===== src/rtl/rgb_pkg.sv =====
// Shared constants and types for the RGB colour path (converter -> PWM driver).
package rgb_pkg;
   localparam int CH_W      = 8;
   localparam int RGB_W     = 24;
   localparam int PWM_STEPS = 255;

   localparam int R_HI = 23;
   localparam int R_LO = 16;
   localparam int G_HI = 15;
   localparam int G_LO = 8;
   localparam int B_HI = 7;
   localparam int B_LO = 0;

   typedef struct packed {
      logic [CH_W-1:0] r;
      logic [CH_W-1:0] g;
      logic [CH_W-1:0] b;
   } rgb_t;

   // A prescaler of 1 still needs a 1-bit register to keep the logic uniform.
   function automatic int pre_width(input int prescale);
      return (prescale > 1) ? $clog2(prescale) : 1;
   endfunction
endpackage


===== src/rtl/rgb_pwm_driver_channel.sv =====
// One PWM channel: shadow duty register reloaded on the load strobe, registered compare output.
module pwm_channel
   import rgb_pkg::*;
(
   input  logic            clk,
   input  logic            rst_n,
   input  logic            i_enable,
   input  logic            i_load,
   input  logic [CH_W-1:0] i_duty,
   input  logic [CH_W-1:0] i_cnt,
   output logic            o_led
);
   logic [CH_W-1:0] r_duty;
   logic            r_led;

   always_ff @(posedge clk or negedge rst_n) begin
      if (!rst_n) begin
         r_duty <= '0;
         r_led  <= 1'b0;
      end else if (!i_enable) begin
         // While idle the shadow tracks the input so the first period uses fresh data.
         r_duty <= i_duty;
         r_led  <= 1'b0;
      end else begin
         r_led <= (i_cnt < r_duty);
         if (i_load) begin
            r_duty <= i_duty;
         end
      end
   end

   assign o_led = r_led;
endmodule


===== src/rtl/rgb_pwm_driver.sv =====
// Three-channel RGB LED PWM driver with period-aligned duty reload and a period_start pulse.
module rgb_pwm_driver
   import rgb_pkg::*;
#(
   parameter int PRESCALE = 1
) (
   input  logic             clk,
   input  logic             rst_n,
   input  logic             enable,
   input  logic [RGB_W-1:0] rgb,
   output logic             led_r,
   output logic             led_g,
   output logic             led_b,
   output logic             period_start
);
   localparam int              PRE_W    = pre_width(PRESCALE);
   localparam logic [PRE_W-1:0] PRE_LAST = PRE_W'(PRESCALE - 1);
   localparam logic [CH_W-1:0]  CNT_LAST = CH_W'(PWM_STEPS - 1);

   logic [PRE_W-1:0] r_pre;
   logic [CH_W-1:0]  r_cnt;
   logic             r_period_start;
   logic             w_tick;
   logic             w_wrap;
   logic [2:0]       w_led;

   assign w_tick = (r_pre == PRE_LAST);
   assign w_wrap = w_tick && (r_cnt == CNT_LAST);

   always_ff @(posedge clk or negedge rst_n) begin
      if (!rst_n) begin
         r_pre          <= '0;
         r_cnt          <= '0;
         r_period_start <= 1'b0;
      end else if (!enable) begin
         r_pre          <= '0;
         r_cnt          <= '0;
         r_period_start <= 1'b0;
      end else begin
         r_pre          <= w_tick ? '0 : r_pre + 1'b1;
         r_period_start <= w_wrap;
         if (w_tick) begin
            r_cnt <= w_wrap ? '0 : r_cnt + 1'b1;
         end
      end
   end

   // Channel 0 is blue (rgb[7:0]), channel 2 is red (rgb[23:16]).
   generate
      for (genvar gi = 0; gi < 3; gi++) begin : g_ch
         pwm_channel u_ch (
            .clk      (clk),
            .rst_n    (rst_n),
            .i_enable (enable),
            .i_load   (w_wrap),
            .i_duty   (rgb[gi*CH_W +: CH_W]),
            .i_cnt    (r_cnt),
            .o_led    (w_led[gi])
         );
      end
   endgenerate

   assign led_r        = w_led[2];
   assign led_g        = w_led[1];
   assign led_b        = w_led[0];
   assign period_start = r_period_start;
endmodule


===== config.mk =====
export PLATFORM = sky130hd
export DESIGN_NAME = rgb_pwm_driver
export DESIGN_NICKNAME = d
export VERILOG_FILES = /design/src/rtl/rgb_pkg.sv /design/src/rtl/rgb_pwm_driver_channel.sv /design/src/rtl/rgb_pwm_driver.sv
export SDC_FILE = /design/constraint.sdc
export NUM_CORES = 1
export LEC_CHECK = 0
export BUFFER_PORTS_ARGS = -buffer_cell sky130_fd_sc_hd__buf_2
export CAP_MARGIN = 0
export CORE_ASPECT_RATIO = 1.2
export CORE_UTILIZATION = 60
export CTS_CLUSTER_DIAMETER = 30
export DETAILED_ROUTE_END_ITERATION = 10
export GPL_TIMING_DRIVEN = 0
export PLACE_DENSITY = 0.89
export SLEW_MARGIN = 20
export SYNTH_ARGS = -nofsm -noshare
export SYNTH_HDL_FRONTEND = slang
export SYNTH_SLANG_ARGS = --single-unit

===== constraint.sdc =====
create_clock -name clk -period 2.6 [get_ports clk]
set_input_delay 0.52 -clock clk [delete_from_list [all_inputs] [get_ports clk]]
set_output_delay 0.52 -clock clk [all_outputs]
set_load 0.02 [all_outputs]

==> impl_metrics.json <==
{
  "dp_hpwl_um": 2770,
  "die-area_um2": 3500,
  "rows": 22,
  "first_pass_iters": 4,
  "fill_cells": 222,
  "worst_pin_slew_ns": 0.795,
  "regToRegEndpoint": "g_ch[2].u_ch.o_led",
  "period_share_pct": 80.3,
  "path_clk_slew_ns": 0.12,
  "slowest_delay_ns": 0.60,
  "drt_iter0_markers": 29,
  "numCtsBuffers": 5,
  "coreArea_um2": 3080,
  "grt_start_max_net_pins": 37,
  "grt_pass1_vias": 1427,
  "cts_tree": "yes",
  "fin_setup_tns_ns": 0,
  "yosysUniqueCellTypes": 32,
  "maxSlewViolCount": 0,
  "cts_root_buf": "clkbuf_4",
  "synth-main-ff-cell": "dfrtp_1",
  "rsz0062_at_grt": "no",
  "num_io_pins": 31,
  "start_util_pct": 63.6,
  "crit_slowest_cell": "a2111oi_0",
  "area_growth_pct": 13.9,
  "synth-edff-count": 0,
  "viasPerCell": 5.79,
  "setup-violations-final": 0,
  "synth-seq-cells": 36,
  "synth_cells": 163,
  "antenna_found_initial": 0,
  "end_kind": "register",
  "post_cts_buffers": 0,
  "path_delay_family": "compound AO/OA/AOI/OAI gates",
  "vias": 1372,
  "startpoint_type": "register",
  "power_density_nw_per_um2": 548,
  "min_path_type": "primary input to asynchronous set/reset pin",
  "hold_viol": 0,
  "fp.dieW_um": 54.2,
  "r2r_cells": 4,
  "critical_path_buf_inv_count": 0,
  "routed_wl_um": 3720,
  "synthMostInstantiatedCell": "dfrtp_1",
  "wl_per_cell_um": 15.7,
  "synthArstFlopShare_pct": 100,
  "cp_max_fo": 8,
  "yosys.area_share.adder_pct": 14.7,
  "clock_sinks": 36,
  "diodes": 0,
  "gp_congestion": 0.845,
  "finClkSkew_ns": 0.0119,
  "die_h_um": 64.6,
  "slew_headroom_pct": 47.0,
  "clockBufferDepth": 2,
  "synth_mux_area_share_pct": 14.8,
  "cap_violations": 0,
  "synth-xor-area-share_pct": 1.34,
  "path_cells": "ha_1 > a211oi_1 > o21ai_0 > a2111oi_0",
  "reg2reg_from": "r_cnt[3]",
  "fin_util_pct": 72.4,
  "synth_top_family_by_area": "multiplexers",
  "syn_area_um2": 1960,
  "crit_type": "register to register",
  "synth-compound-area-share_pct": 9.39,
  "grt-ovfl-total": 0,
  "yosys.area.top_type_share_pct": 46.0,
  "synth_common_cells": "36 x dfrtp_1, 24 x inv_1, 23 x ha_1",
  "ant_nets": 0,
  "clkLatencyLatePin_ns": 0.35,
  "htreeDepth": 2,
  "grt_pass1_wl_um": 6280,
  "critPathRequiredTime_ns": 2.79,
  "final_net_count": 250,
  "ys_seq_area_share_pct": 46.0,
  "syn_avg_cell_area_um2": 12.0,
  "vdd_ir_drop_max_mv": 0.548,
  "fmax_mhz": 479,
  "hold_buffers": 0,
  "status": "finished clean",
  "period_needed_ns": 2.09,
  "reg2reg_slack_ns": 0.51,
  "drc_errors": 0,
  "p_leak_nw": 1.16,
  "grt_use_total_pct": 25.4,
  "worstPathArrival_ns": 2.27,
  "io_buffers": 30,
  "syn-num-nets": 213,
  "yosys.area.top_type": "dfrtp_1",
  "synth_warnings": 0,
  "drive_above_1_share_pct": 33.8,
  "synth-simple-area-share_pct": 7.02,
  "ys_top_cells_by_area": "dfrtp_1 46%, ha_1 15%, mux2_2 11%",
  "cts_resized": 0
}
cells in the final DEF, fill, tap and decap left out, drive strengths merged, types with 4 or more instances in the layout:
cell type and count:
dfrtp 36, buf 34, inv 24, mux2 24, ha 23, clkbuf 6, nor2 5, o21ai 5
a21oi 4, nand3 4
worst max-delay path by stage:
stage               cells past startpoint      from                     end  slack (ns)
global placement                        4  r_cnt[3]      g_ch[2].u_ch.o_led        0.78
floorplan                               7  r_cnt[0]  g_ch[0].u_ch.r_duty[5]        0.99
detailed placement                      4  r_cnt[3]      g_ch[2].u_ch.o_led        0.54
CTS                                     4  r_cnt[3]      g_ch[2].u_ch.o_led        0.51
global route                            4  r_cnt[3]      g_ch[2].u_ch.o_led        0.45
finish                                  4  r_cnt[3]      g_ch[2].u_ch.o_led        0.51
routing by layer:
| metal | track usage, % | routed length (um) | up-vias | share of wire (%) |
|---|---|---|---|---|
| met5 | 0 | 0 | - | 0 |
| met4 | 11.5 | 87 | 0 | 2.3 |
| met1 | 29.3 | 1600 | 662 | 43 |
| met2 | 42.1 | 1870 | 50 | 50 |
| li1 | - | - | 649 | - |
| met3 | 7.04 | 163 | 11 | 4.4 |
state kept, by name (all words and copies together), names as in the netlist:
signal,cells
g_ch.u_ch.r_duty,24
g_ch.u_ch.o_led,3
period_start,1
r_cnt,8
per-stage QoR:
| stage | instances | setup slack (ns) | area (um2) | power (mW) | hold WS, ns |
|---|---|---|---|---|---|
| 6_report | 237 | 0.513 | 2230 | 1.22 | 0.232 |
| 5_1_grt | 237 | 0.451 | 2230 | 1.28 | 0.279 |
| 4_1_cts | 237 | 0.508 | 2230 | 1.23 | 0.260 |
| 3_5_place_dp | 229 | 0.538 | 2150 | 0.839 | 0.496 |
| 3_3_place_gp | 229 | 0.777 | 2150 | 0.819 | 0.493 |
| 2_1_floorplan | 163 | 0.987 | 1960 | 0.766 | 0.224 |
power by group:
| part | total (mW) | switching, mW | internal [mW] |
|---|---|---|---|
| registers | 0.638 | 0.0333 | 0.605 |
| logic | 0.189 | 0.0890 | 0.0998 |
| clock network | 0.395 | 0.193 | 0.201 |
| total | 1.22 | 0.315 | 0.906 |
area by class of cell:
type / instances / area, um2 / area share [%]
Buffer: 4 / 43.8 / 1.96
Sequential cell: 36 / 901 / 40.4
Inverter: 24 / 90.1 / 4.04
Clock buffer: 6 / 41.3 / 1.85
Clock inverter: 2 / 35.0 / 1.57
Tap cell: 36 / 45.0 / 2.02
Timing Repair Buffer: 30 / 150 / 6.73
Multi-Input combinational cell: 99 / 925 / 41.4
logic make-up after synthesis:
| logic type | Yosys count |
|---|---|
| flip-flops | 36 |
| AO/OA/AOI/OAI | 25 |
| multiplexers | 24 |
| AND/OR/NAND/NOR | 24 |
| XOR/XNOR | 3 |
| buffers and inverters | 28 |
| adder cells (fa/ha/maj) | 23 |
Note: power is estimated with default switching activity, not from simulation.
